`src/rtl/p2s_gearbox.sv`:
```
// p2s_gearbox: parallel-to-serial gearbox. A one-word holding buffer feeds an
// R-symbol shifter so a new word can load on the same edge the last symbol leaves.
module p2s_gearbox #(
  parameter int IN_W      = 8,
  parameter int OUT_W     = 1,
  parameter bit MSB_FIRST = 1'b1
) (
  input  logic             iclk,
  input  logic             irst,
  input  logic [IN_W-1:0]  idat,
  input  logic             ival,
  input  logic             isop,
  input  logic             ieop,
  output logic             oreq,
  input  logic             ireq,
  output logic [OUT_W-1:0] odat,
  output logic             oval,
  output logic             osop,
  output logic             oeop
);

  // state | meaning
  // IDLE  | shifter empty, nothing presented downstream
  // SHIFT | presenting symbol sym_cnt_q of the word held in sh_dat_q

  localparam int R  = IN_W / OUT_W;
  localparam int CW = (R > 1) ? $clog2(R) : 1;
  localparam logic [CW-1:0] LAST = CW'(R - 1);

  if (((IN_W % OUT_W) != 0) || (R < 2)) begin : g_bad_cfg
    $error("p2s_gearbox: IN_W must be a multiple of OUT_W and IN_W/OUT_W must be >= 2");
  end

  typedef enum logic {IDLE, SHIFT} state_t;

  state_t            state_q, state_d;
  logic [IN_W-1:0]   buf_dat_q, buf_dat_d;
  logic              buf_sop_q, buf_sop_d;
  logic              buf_eop_q, buf_eop_d;
  logic              buf_full_q, buf_full_d;
  logic [IN_W-1:0]   sh_dat_q, sh_dat_d;
  logic              sh_sop_q, sh_sop_d;
  logic              sh_eop_q, sh_eop_d;
  logic [CW-1:0]     sym_cnt_q, sym_cnt_d;

  logic              sh_busy;
  logic              consume;
  logic              last_consumed;
  logic              accept;
  logic              load;
  logic [IN_W-1:0]   sh_dat_adv;

  assign sh_busy       = (state_q == SHIFT);
  assign consume       = sh_busy && ireq;
  assign last_consumed = consume && (sym_cnt_q == LAST);
  assign accept        = ival && !buf_full_q;
  assign load          = buf_full_q && (!sh_busy || last_consumed);
  assign sh_dat_adv    = MSB_FIRST ? (sh_dat_q << OUT_W) : (sh_dat_q >> OUT_W);

  always_ff @(posedge iclk) begin
    if (irst) begin
      state_q    <= IDLE;
      buf_dat_q  <= '0;
      buf_sop_q  <= 1'b0;
      buf_eop_q  <= 1'b0;
      buf_full_q <= 1'b0;
      sh_dat_q   <= '0;
      sh_sop_q   <= 1'b0;
      sh_eop_q   <= 1'b0;
      sym_cnt_q  <= '0;
    end else begin
      state_q    <= state_d;
      buf_dat_q  <= buf_dat_d;
      buf_sop_q  <= buf_sop_d;
      buf_eop_q  <= buf_eop_d;
      buf_full_q <= buf_full_d;
      sh_dat_q   <= sh_dat_d;
      sh_sop_q   <= sh_sop_d;
      sh_eop_q   <= sh_eop_d;
      sym_cnt_q  <= sym_cnt_d;
    end
  end

  always_comb begin
    state_d    = state_q;
    buf_dat_d  = buf_dat_q;
    buf_sop_d  = buf_sop_q;
    buf_eop_d  = buf_eop_q;
    buf_full_d = buf_full_q;
    sh_dat_d   = sh_dat_q;
    sh_sop_d   = sh_sop_q;
    sh_eop_d   = sh_eop_q;
    sym_cnt_d  = sym_cnt_q;

    // accept needs an empty buffer and load a full one, so they never collide
    if (accept) begin
      buf_dat_d  = idat;
      buf_sop_d  = isop;
      buf_eop_d  = ieop;
      buf_full_d = 1'b1;
    end

    case (state_q)
      IDLE: begin
        if (load) begin
          sh_dat_d   = buf_dat_q;
          sh_sop_d   = buf_sop_q;
          sh_eop_d   = buf_eop_q;
          sym_cnt_d  = '0;
          buf_full_d = 1'b0;
          state_d    = SHIFT;
        end
      end
      SHIFT: begin
        if (load) begin
          sh_dat_d   = buf_dat_q;
          sh_sop_d   = buf_sop_q;
          sh_eop_d   = buf_eop_q;
          sym_cnt_d  = '0;
          buf_full_d = 1'b0;
        end else if (last_consumed) begin
          sym_cnt_d = '0;
          state_d   = IDLE;
        end else if (consume) begin
          sh_dat_d  = sh_dat_adv;
          sym_cnt_d = sym_cnt_q + CW'(1);
        end
      end
      default: state_d = IDLE;
    endcase
  end

  assign oreq = !buf_full_q;
  assign oval = sh_busy;
  assign odat = MSB_FIRST ? sh_dat_q[IN_W-1 -: OUT_W] : sh_dat_q[OUT_W-1:0];
  assign osop = sh_busy && sh_sop_q && (sym_cnt_q == '0);
  assign oeop = sh_busy && sh_eop_q && (sym_cnt_q == LAST);

endmodule

```
`config.mk`:
```
export PLATFORM = sky130hd
export DESIGN_NAME = p2s_gearbox
export DESIGN_NICKNAME = d
export VERILOG_FILES = /design/src/rtl/p2s_gearbox.sv
export SDC_FILE = /design/constraint.sdc
export NUM_CORES = 1
export LEC_CHECK = 0
export ABC_CLOCK_PERIOD_IN_PS = 1900
export BUFFER_PORTS_ARGS = -buffer_cell sky130_fd_sc_hd__buf_2
export CAP_MARGIN = 20
export CORE_MARGIN = 3
export CORE_UTILIZATION = 50
export CTS_CLUSTER_SIZE = 12
export DETAILED_ROUTE_END_ITERATION = 16
export PLACE_DENSITY = 0.74
export SLEW_MARGIN = 15
export SYNTH_ARGS = -nofsm -noshare
export SYNTH_HDL_FRONTEND = slang
export SYNTH_SLANG_ARGS = --single-unit
```
`constraint.sdc`:
```
create_clock -name iclk -period 1.9 [get_ports iclk]
set_input_delay 0.38 -clock iclk [delete_from_list [all_inputs] [get_ports iclk]]
set_output_delay 0.38 -clock iclk [all_outputs]
set_load 0.01 [all_outputs]
```
==> summary.md, run 1 <==
| Metric | Value |
|---|---|
| Critical path's slowest cell | `dfxtp_1` |
| Starting Density | `54.06%` |
| Crit path from | `sym_cnt_q[0]$_SDFFE_PP0P_` |
| RSZ-0062 raised after global routing | `no` |
| Initial antenna violation count | `0` |
| Largest net degree at the start of global routing | `26` |
| Vias/cell | `5.349` |
| Worst Path Max Fanout | `5` |
| Core area | `2002 um^2` |
| Worst-path cell chain | `ha_1 > ha_1 > and3_1 > buf_2` |
| Yosys Warn Count | `0` |
| Diode count | `0` |
| Final nets | `163` |
| Peak VDD IR | `0.0005794 V` |
| CTS tree | `yes` |
| Die X | `52.53 um` |
| Area of the multi-input gates | `544.3 um^2` |
| Routed WL per cell | `12.37 um` |
| Synthesized netlist cell count | `128` |
| Ports | `19` |
| Sequential Area | `500.5 um^2` |
| Mean Syn Cell Area | `8.455 um^2` |
| CTS Buffer Depth | `2` |
| Dpl cells | `168` |
| Sequential-to-total area share from yosys stat | `46.24%` |
| Yosys top cell by area | `dfxtp_1` |
| Post-Route WL | `2127 um` |
| Static Leak | `0.5153 nW` |
| RR Endpoint | `sh_dat_q[1]$_SDFFE_PP0P_` |
| CP Class | `reg2out` |
| Most frequent cell after synthesis | `nand2_1` |
| Vias in the first global route | `830` |
| Syn-to-layout area delta | `12.49%` |
| Worst endpoint required time | `1.52 ns` |
| Fmax | `0.5504 GHz` |
| Die area | `2759 um^2` |
| Worst-case hold path end point | `buf_dat_q[1]$_SDFFE_PP0P_` |
| Worst r2r src | `sym_cnt_q[0]$_SDFFE_PP0P_` |
| Fillers | `211` |
| Fin Clk Skew | `0.003070 ns` |
| Max-Cap Viols | `0` |
| Fin. max-slew vios | `0` |
| Root Driver | `clkbuf_4` |
| GRT Resource Usage Total | `18.37%` |
| Remaining DRCs | `0` |
| Status | `finished clean` |
| Total clock buffers created by CTS | `3` |
| Total clock sinks | `25` |
| Tcrit/Tclk final | `95.63%` |
| DR iter-0 viols | `12` |
| EDFF count, synth | `0` |
| Worst path max stage delay | `0.35 ns` |
| Fin Hold WS | `0.2642 ns` |
| Wire length of the first global-routing pass | `3698 um` |
| Worst Setup End Kind | `output port` |
| Worst rel slew slack | `56.84%` |
| GP Congestion | `0.8037` |
| Detailed-router iteration count before antenna repair | `5` |
| Setup crit start kind | `flop` |
| Dominant cells by area after synthesis | `dfxtp_1 46%, nand2_1 9.7%, a21oi_1 7.4%` |
| Post-Layout Cell Count | `172` |
| H-tree depth | `1` |
| Worst-Margin Slew | `0.6460 ns` |
| Hold path cells | `3` |
| Hold_sp | `idat[1]` |
| Yosys reg bits | `25` |
| Clk_lat worst skew | `0.33 ns` |
| I/O Buffers | `18` |
| Reg clk slew, reported paths | `0.14 ns` |
| Rows | `16` |
| Endpoint arrival time on the critical path | `1.44 ns` |
| Share of cells above drive strength 1 | `22.07%` |
| Most frequent CP cell | `ha_1` |
| Most frequent cells after synthesis | `28 x nand2_1, 25 x dfxtp_1, 16 x a21oi_1, 15 x nor2_1, 5 x mux2i_1` |
| Gr ovfl total | `0` |
| Final Hold Vio Count | `0` |
| Die H | `52.53 um` |
| Setup_tns | `0 ns` |
| Power Dens Cells | `823.2 nW/um^2` |
| CTS Hold Bufs | `0` |
| Syn_nets | `145` |
| Synth top area share | `46.24%` |
| Final worst path period need | `1.817 ns` |
| Async SR Flop Fraction | `0%` |
| Power, Total | `0.001002 W` |
| R2R setup slack | `0.25 ns` |
| HPWL reported at the end of detailed placement | `1569 um` |
| Via count | `920` |
| Post-DRT Antenna Nets | `0` |
| Setup violators final | `0` |
| Main synth FF type | `dfxtp_1` |
| Mapped Area | `1082 um^2` |
| R2R depth | `6` |
| Hold/Removal Path Class | `in2reg` |
| Netlist cell types | `30` |
==> cell families after synthesis <==
family | count (synthesis) | synth area share (%)
mux | 5 | 4.624
flops | 25 | 46.24
compound gates | 30 | 18.03
fa+ha+maj | 3 | 3.469
buf+inv | 9 | 3.583
simple gates | 56 | 24.05
==> layer usage <==
layer	part of all wire [%]	GRT usage [%]	up-vias
li1	-	-	468
met1	46	22.81	428
met2	47	29.13	19
met3	5.2	4.843	5
met4	2.2	8.936	0
met5	0	0	-
==> layout make-up <==
type | count | share of cell area (%)
clock buffers | 3 | 1.850
clock inverters | 1 | 0.6166
inverters | 3 | 0.9250
multi-input cells | 94 | 44.71
flip-flops and latches | 25 | 41.11
well taps | 27 | 2.775
repair buffers | 19 | 8.016
==> per-stage QoR <==
stage                     worst slack (ns)  instance area, um^2  utilization (%)
after detailed placement            0.1350                 1186            59.25
after floorplan                     0.3608                 1082                -
after global routing               0.01075                 1217            60.81
after global placement              0.2257                 1186            59.25
final                              0.08311                 1217            60.81
after CTS                          0.07087                 1216            60.75
==> where the power goes <==
group | leakage (nW) | switching [W] | total (W) | internal [W]
sequential | 0.205 | 0.0000243 | 0.000587 | 0.000563
clock | 0.0139 | 0.000170 | 0.000251 | 0.0000808
combinational | 0.296 | 0.0000979 | 0.000164 | 0.0000663
==> how the worst max path moves through the flow <==
stage                          endpoint  slack, ns
2_1_floorplan  sh_dat_q[3]$_SDFFE_PP0P_       0.36
3_3_place_gp   sh_dat_q[3]$_SDFFE_PP0P_       0.23
3_5_place_dp   sh_dat_q[4]$_SDFFE_PP0P_       0.13
4_1_cts                            oeop       0.07
5_1_grt                            oeop       0.01
6_report                           oeop       0.08
==> flip-flops by register name (all words and copies together) (netlist names) <==
signal / cells
sh_sop_q: 1
sym_cnt_q: 3
buf_sop_q: 1
sh_eop_q: 1
oval: 1
sh_dat_q: 8
buf_eop_q: 1
buf_dat_q: 8
buf_full_q: 1
==> cell usage in the layout (no fill, tap or decap) <==
cell | Yosys | routed
nand2_1 | 28 | 28
dfxtp_1 | 25 | 25
buf_2 | 1 | 18
a21oi_1 | 16 | 16
nor2_1 | 15 | 15
mux2i_1 | 5 | 5
o21ai_0 | 4 | 4
a211oi_1 | 3 | 3
ha_1 | 3 | 3
clkbuf_4 | 0 | 3
inv_1 | 2 | 2
nor4_2 | 2 | 2
nand3_1 | 2 | 2
a22oi_1 | 2 | 2
a211oi_2 | 2 | 2
inv_2 | 1 | 1
and4b_1 | 1 | 1
and3_1 | 1 | 1
nand2_2 | 1 | 1
a21o_2 | 1 | 1
nand2b_1 | 1 | 1
nand4b_1 | 1 | 1
nor2b_1 | 1 | 1
and2b_1 | 1 | 1
o21a_2 | 0 | 1
o21ai_4 | 1 | 1
nand3b_1 | 1 | 1
nor3_1 | 1 | 1
clkinvlp_4 | 0 | 1
buf_4 | 1 | 1
==> worst max-delay path: cells and delay by family (launching register included) <==
kind / cells / cell delay [ns]
adder cells (fa/ha/maj): 2 / 0.43
buffers and inverters: 1 / 0.13
AND/OR/NAND/NOR: 1 / 0.19
flip-flops: 1 / 0.35
==> what timing repair did <==
action | in CTS | in global routing
resized for setup | 0 | 1
buffers inserted | 0 | 0
setup endpoints to repair | 0 | 4
(Power assumes the default switching activity.)
==> run 2, diff against run 1 <==
==> constraint.sdc (replaced) <==
create_clock -name iclk -period 1.9 [get_ports iclk]
set_input_delay 0.19 -clock iclk [delete_from_list [all_inputs] [get_ports iclk]]
set_output_delay 0.19 -clock iclk [all_outputs]
set_load 0.01 [all_outputs]
==> run 2 against run 1 <==
  * Sequential share of layout area is 0.13 points higher
  * Via count is 1.6% lower
  * Wire length is 5.1% lower
  * Critical path depth is 2 higher
  * Fmax is 8.6% higher
  * Sequential power hardly changed
  * Worst setup slack better by 0.14 ns
  * Critical path type is now reg2reg
  * Critical endpoint is now sh_dat_q[4]$_SDFFE_PP0P_
  * Largest cell class unchanged
==> summary.md, run 2 (synthesized netlist as in run 1, its figures left out) <==
| Metric | Value |
|---|---|
| Status | `finished clean (unchanged)` |
| Die area | `2759 um^2 (unchanged)` |
| Max-Cap Viols | `0 (unchanged)` |
| DR WL met2 | `909 um (was 993 um)` |
| Total clock sinks | `25 (unchanged)` |
| Total clock buffers created by CTS | `3 (unchanged)` |
| Rows | `16 (unchanged)` |
| DR iter-0 viols | `16 (was 12)` |
| CP Class | `reg2reg (was reg2out)` |
| Tcrit/Tclk final | `88.01% (was 95.63%)` |
| HPWL reported at the end of detailed placement | `1523 um (was 1569 um)` |
| I/O Buffers | `18 (unchanged)` |
| Setup_tns | `0 ns (unchanged)` |
| Root Driver | `clkbuf_4 (unchanged)` |
| Final worst slack | `0.2277 ns (was 0.08311 ns)` |
| CTS Buffer Depth | `2 (unchanged)` |
| GRT Resource Usage Total | `17.91% (was 18.37%)` |
| Fin. max-slew vios | `0 (unchanged)` |
| CTS Hold Bufs | `0 (unchanged)` |
| Fillers | `192 (was 211)` |
| Reg clk slew, reported paths | `0.12 ns (was 0.14 ns)` |
| GP Congestion | `0.7754 (was 0.8037)` |
| Setup crit start kind | `flop (unchanged)` |
| M1 WL | `1013 um (was 975 um)` |
| Post-DRT Antenna Nets | `0 (unchanged)` |
| Final Hold Vio Count | `0 (unchanged)` |
| Routed WL per cell | `11.74 um (was 12.37 um)` |
| RSZ-0062 raised after global routing | `no (unchanged)` |
| Fmax | `0.5980 GHz (was 0.5504 GHz)` |
| Syn-to-layout area delta | `12.14% (was 12.49%)` |
| R2R depth | `6 (unchanged)` |
| Vias in the first global route | `871 (was 830)` |
| Endpoint arrival time on the critical path | `1.90 ns (was 1.44 ns)` |
| Die H | `52.53 um (unchanged)` |
| Hold/Removal Path Class | `in2reg (unchanged)` |
| Final worst path period need | `1.672 ns (was 1.817 ns)` |
| Via count | `905 (was 920)` |
| Diode count | `0 (unchanged)` |
| Fin Clk Skew | `0.002431 ns (was 0.003070 ns)` |
| Share of cells above drive strength 1 | `21.38% (was 22.07%)` |
| Max Used Layer | `met4 (unchanged)` |
| Peak VDD IR | `0.0005001 V (was 0.0005794 V)` |
| WL met3 | `86 um (was 111 um)` |
| Worst rel slew slack | `58.36% (was 56.84%)` |
| Starting Density | `54.06% (unchanged)` |
| Initial antenna violation count | `0 (unchanged)` |
| Commonest non-fill, non-tap cell in the layout | `nand2_1 (unchanged)` |
| Setup violators final | `0 (unchanged)` |
| Regs by FF count | `buf_dat_q x8, sh_dat_q x8, sym_cnt_q x3 (unchanged)` |
| Detailed-router iteration count before antenna repair | `4 (was 5)` |
| Hold path cells | `3 (unchanged)` |
| Clk_lat worst skew | `0.30 ns (was 0.33 ns)` |
| Static Leak | `0.5163 nW (was 0.5153 nW)` |
| Wire length of the first global-routing pass | `3774 um (was 3698 um)` |
| Worst endpoint required time | `2.13 ns (was 1.52 ns)` |
| Core area | `2002 um^2 (unchanged)` |
| Pre-CTS WS | `0.1103 ns (was 0.1350 ns)` |
| Worst Setup End Kind | `flop (was output port)` |
| Power Dens Cells | `801.6 nW/um^2 (was 823.2 nW/um^2)` |
| Ports | `19 (unchanged)` |
| Worst-Margin Slew | `0.6233 ns (was 0.6460 ns)` |
| Post-Route WL | `2019 um (was 2127 um)` |
| Final nets | `163 (unchanged)` |
| CTS tree | `yes (unchanged)` |
| H-tree depth | `1 (unchanged)` |
| Largest net degree at the start of global routing | `26 (unchanged)` |
| Worst Path Max Fanout | `12 (was 5)` |
| Most frequent cells in the layout | `28 x nand2_1, 25 x dfxtp_1, 18 x buf_2 (unchanged)` |
| Vias/cell | `5.262 (was 5.349)` |
| Die X | `52.53 um (unchanged)` |
| Gr ovfl total | `0 (unchanged)` |
| Remaining DRCs | `0 (unchanged)` |
-- run 2: per-layer routing --
metal  track usage, %  vias to the layer above
met3            2.849                        2
met2            28.72                       16
met1            24.60                      413
li1                 -                      474
met5                0                        -
met4            5.106                        0
-- run 2: power by group --
group | internal [W] | total (W) | switching (W)
clock | 0.0000818 | 0.000225 | 0.000143
combinational | 0.0000659 | 0.000162 | 0.0000957
sequential | 0.000563 | 0.000586 | 0.0000238
-- run 2: what timing repair did --
action | 4_1_cts | 5_1_grt
gates resized for setup | 0 | 1
buffers inserted | 0 | 0
setup endpoints to repair | 0 | 7
-- run 2: final timing paths --
check / start / to / slack (ns)
worst max-delay path: sym_cnt_q[0]$_SDFFE_PP0P_ / sh_dat_q[4]$_SDFFE_PP0P_ / 0.23
worst min-delay path: ieop / buf_eop_q$_SDFFE_PP0P_ / 0.11
worst max register to register: sym_cnt_q[0]$_SDFFE_PP0P_ / sh_dat_q[4]$_SDFFE_PP0P_ / 0.23
worst min register to register: buf_sop_q$_SDFFE_PP0P_ / sh_sop_q$_SDFFE_PP0P_ / 0.47
-- run 2: layout make-up --
class | count | area, um^2 | area share, %
repair buffers | 19 | 97.59 | 8.041
flip-flops and latches | 25 | 500.5 | 41.24
well taps | 27 | 33.78 | 2.784
inverters | 3 | 11.26 | 0.9278
clock buffers | 4 | 26.28 | 2.165
multi-input cells | 94 | 544.3 | 44.85
-- run 2: worst max-delay path, stage by stage, from the launching register on --
cell      delay [ns]
dfxtp_1         0.35
ha_1            0.21
ha_1            0.23
and2b_1         0.27
o21a_2          0.27
nor2_1          0.07
a211oi_1        0.20
-- run 2: through the flow --
stage	total power, W	instances	util [%]	area [um^2]	hold slack, ns
4_1_cts	0.0009815	172	60.56	1212	0.1013
6_report	0.0009728	172	60.62	1214	0.1084
3_5_place_dp	0.0007601	168	59.25	1186	0.4388
2_1_floorplan	0.0007168	128	-	1082	0.3260
5_1_grt	0.001035	172	60.62	1214	0.1037
3_3_place_gp	0.0007538	168	59.25	1186	0.4295
==> run 3, diff against run 2 <==
--- a/config.mk
+++ b/config.mk
@@ -5,11 +5,12 @@
 export SDC_FILE = /design/constraint.sdc
 export NUM_CORES = 1
 export LEC_CHECK = 0
-export ABC_CLOCK_PERIOD_IN_PS = 1900
+export ABC_CLOCK_PERIOD_IN_PS = 2040
 export BUFFER_PORTS_ARGS = -buffer_cell sky130_fd_sc_hd__buf_2
 export CAP_MARGIN = 20
 export CORE_MARGIN = 3
 export CORE_UTILIZATION = 50
+export CTS_BUF_LIST = sky130_fd_sc_hd__clkbuf_16
 export CTS_CLUSTER_SIZE = 12
 export DETAILED_ROUTE_END_ITERATION = 16
 export PLACE_DENSITY = 0.74
==> constraint.sdc (replaced) <==
create_clock -name iclk -period 2.04 [get_ports iclk]
set_input_delay 0.204 -clock iclk [delete_from_list [all_inputs] [get_ports iclk]]
set_output_delay 0.204 -clock iclk [all_outputs]
set_load 0.01 [all_outputs]
==> run 3 against run 2 <==
  * First-iteration DRC count is 13% lower
  * Final cell count unchanged
  * Sequential power shrank 7.0%
  * Design area grew 4.2%
  * Clock-buffer cell count fell by 1
  * Fmax decreased by 7.0%
  * Highest routed layer unchanged
==> summary.md, run 3 (synthesized netlist as in run 1, its figures left out) <==
| Metric | Value |
|---|---|
| Status | `finished clean (unchanged)` |
| Die X | `52.53 um (unchanged)` |
| Post-Layout Cell Count | `172 (unchanged)` |
| Worst rel slew slack | `58.27% (was 58.36%)` |
| Core area | `2002 um^2 (unchanged)` |
| Rows | `16 (unchanged)` |
| Setup_tns | `0 ns (unchanged)` |
| Diode count | `0 (unchanged)` |
| Clk_lat worst skew | `0.25 ns (was 0.30 ns)` |
| Routed WL per cell | `12.20 um (was 11.74 um)` |
| Post-cts resize count | `0 (unchanged)` |
| HPWL reported at the end of detailed placement | `1513 um (was 1523 um)` |
| DR iter-0 viols | `14 (was 16)` |
| Worst Path Max Fanout | `12 (unchanged)` |
| GRT Resource Usage Total | `18.13% (was 17.91%)` |
| Setup crit start kind | `flop (unchanged)` |
| CTS tree | `yes (unchanged)` |
| Static Leak | `0.5430 nW (was 0.5163 nW)` |
| Max-Cap Viols | `0 (unchanged)` |
| Gr ovfl total | `0 (unchanged)` |
| Final Hold Vio Count | `0 (unchanged)` |
| Placed inst area | `1186 um^2 (unchanged)` |
| Crit path from | `sym_cnt_q[0]$_SDFFE_PP0P_ (unchanged)` |
| R2R setup slack | `0.24 ns (was 0.23 ns)` |
| Root Driver | `clkbuf_16 (was clkbuf_4)` |
| Hold_sp | `idat[7] (was ieop)` |
| Ports | `19 (unchanged)` |
| Power Dens Cells | `881.4 nW/um^2 (was 801.6 nW/um^2)` |
| Share of cells above drive strength 1 | `20.69% (was 21.38%)` |
| Syn-to-layout area delta | `16.88% (was 12.14%)` |
| Initial antenna violation count | `0 (unchanged)` |
| CTS Hold Bufs | `0 (unchanged)` |
| Starting Density | `54.06% (unchanged)` |
| Reg clk slew, reported paths | `0.06 ns (was 0.12 ns)` |
| Most frequent cells in the layout | `28 x nand2_1, 25 x dfxtp_1, 18 x buf_2 (unchanged)` |
| Worst endpoint required time | `2.20 ns (was 2.13 ns)` |
| Die area | `2759 um^2 (unchanged)` |
| CTS Buffer Depth | `2 (unchanged)` |
| Hold/Removal Path Class | `in2reg (unchanged)` |
| Hold path cells | `3 (unchanged)` |
| Largest net degree at the start of global routing | `26 (unchanged)` |
| Worst-case hold path end point | `buf_dat_q[7]$_SDFFE_PP0P_ (was buf_eop_q$_SDFFE_PP0P_)` |
| Commonest non-fill, non-tap cell in the layout | `nand2_1 (unchanged)` |
| Post-DRT Antenna Nets | `0 (unchanged)` |
| Via count | `899 (was 905)` |
| GP Congestion | `0.7798 (was 0.7754)` |
| Critical path's slowest cell | `o21a_1 (was dfxtp_1)` |
| Peak VDD IR | `0.0005019 V (was 0.0005001 V)` |
| Setup Buffers After CTS | `0 (unchanged)` |
| Power, Total | `0.001115 W (was 0.0009728 W)` |
| Final worst path period need | `1.798 ns (was 1.672 ns)` |
| RSZ-0062 raised after global routing | `no (unchanged)` |
| Wire length of the first global-routing pass | `3650 um (was 3774 um)` |
| Detailed-router iteration count before antenna repair | `4 (unchanged)` |
| Fillers | `191 (was 192)` |
| Final nets | `163 (unchanged)` |
| Fmax | `0.5562 GHz (was 0.5980 GHz)` |
| Dpl cells | `168 (unchanged)` |
| Remaining DRCs | `0 (unchanged)` |
| Most frequent CP cell | `ha_1 (unchanged)` |
| Fin Clk Skew | `0.001734 ns (was 0.002431 ns)` |
| Die H | `52.53 um (unchanged)` |
| Total clock buffers created by CTS | `3 (unchanged)` |
| Endpoint arrival time on the critical path | `1.96 ns (was 1.90 ns)` |
| Vias/cell | `5.227 (was 5.262)` |
| Worst-Margin Slew | `0.6247 ns (was 0.6233 ns)` |
| Total clock sinks | `25 (unchanged)` |
| Fin. max-slew vios | `0 (unchanged)` |
| Worst path max stage delay | `0.38 ns (was 0.35 ns)` |
| CP Class | `reg2reg (unchanged)` |
| Regs by FF count | `buf_dat_q x8, sh_dat_q x8, sym_cnt_q x3 (unchanged)` |
| Final instance area | `1265 um^2 (was 1214 um^2)` |
| Worst Setup End Kind | `flop (unchanged)` |
| Vias in the first global route | `844 (was 871)` |
| Post-Route WL | `2099 um (was 2019 um)` |
| Tcrit/Tclk final | `88.13% (was 88.01%)` |
| H-tree depth | `1 (unchanged)` |
| I/O Buffers | `18 (unchanged)` |
| RR Endpoint | `sh_dat_q[5]$_SDFFE_PP0P_ (was sh_dat_q[4]$_SDFFE_PP0P_)` |
| Worst r2r src | `sym_cnt_q[0]$_SDFFE_PP0P_ (unchanged)` |
| Worst-path cell chain | `ha_1 > ha_1 > and2b_1 > o21a_1 > nor2_1 > a211oi_1 (was ha_1 > ha_1 > and2b_1 > o21a_2 > nor2_1 > a211oi_1)` |
| R2R depth | `6 (unchanged)` |
| Setup violators final | `0 (unchanged)` |
run 3: cell count changes in the layout (fill, tap and decap cells not counted):
cell and change:
clkbuf_16 +3, clkbuf_4 -3, clkbuf_1 -1, inv_1 +1, o21a_1 +1, o21a_2 -1
run 3: routing by layer:
metal  track usage, %  wire length (um)  share of wire [%]  up-vias
met4            6.383                26                1.2        0
met1            24.21               980                 47      395
met3            4.558               135                6.4        5
met2            28.10               956                 46       29
met5                0                 0                  0        -
li1                 -                 -                  -      470
run 3: critical path, delay by kind of cell, from the launching register on:
kind / cells / cell delay, ns
compound gates: 2 / 0.60
fa+ha+maj: 2 / 0.43
flops: 1 / 0.33
simple gates: 2 / 0.34
run 3: worst max-delay path by stage:
| stage | end | slack (ns) | cells after the start |
|---|---|---|---|
| after global placement | sh_dat_q[3]$_SDFFE_PP0P_ | 0.37 | 6 |
| after floorplan | sh_dat_q[3]$_SDFFE_PP0P_ | 0.50 | 7 |
| after CTS | sh_dat_q[5]$_SDFFE_PP0P_ | 0.24 | 6 |
| after global routing | sh_dat_q[5]$_SDFFE_PP0P_ | 0.1 | 6 |
| final | sh_dat_q[5]$_SDFFE_PP0P_ | 0.24 | 6 |
| after detailed placement | sh_dat_q[5]$_SDFFE_PP0P_ | 0.26 | 6 |
run 3: power breakdown:
part | internal, W | total [W] | switching, W
registers | 0.000525 | 0.000545 | 0.0000208
logic | 0.0000608 | 0.000153 | 0.0000922
clock network | 0.000261 | 0.000417 | 0.000155
total | 0.000847 | 0.00111 | 0.000268
run 3: through the flow:
stage | setup WS (ns) | hold slack (ns) | utilization (%)
floorplan | 0.5008 | 0.3400 | -
global placement | 0.3669 | 0.4429 | 59.25
detailed placement | 0.2556 | 0.4432 | 59.25
CTS | 0.2377 | 0.1846 | 63.19
global route | 0.09733 | 0.1954 | 63.19
finish | 0.2422 | 0.1835 | 63.19
run 3: layout make-up:
cell class	count	area, um^2	area share (%)
sequential	25	500.5	39.56
multi-input combinational	94	543.0	42.93
inverter	3	11.26	0.8902
tap	27	33.78	2.671
timing repair buffer	19	97.59	7.715
clock buffer	3	75.07	5.935
clock inverter	1	3.754	0.2967
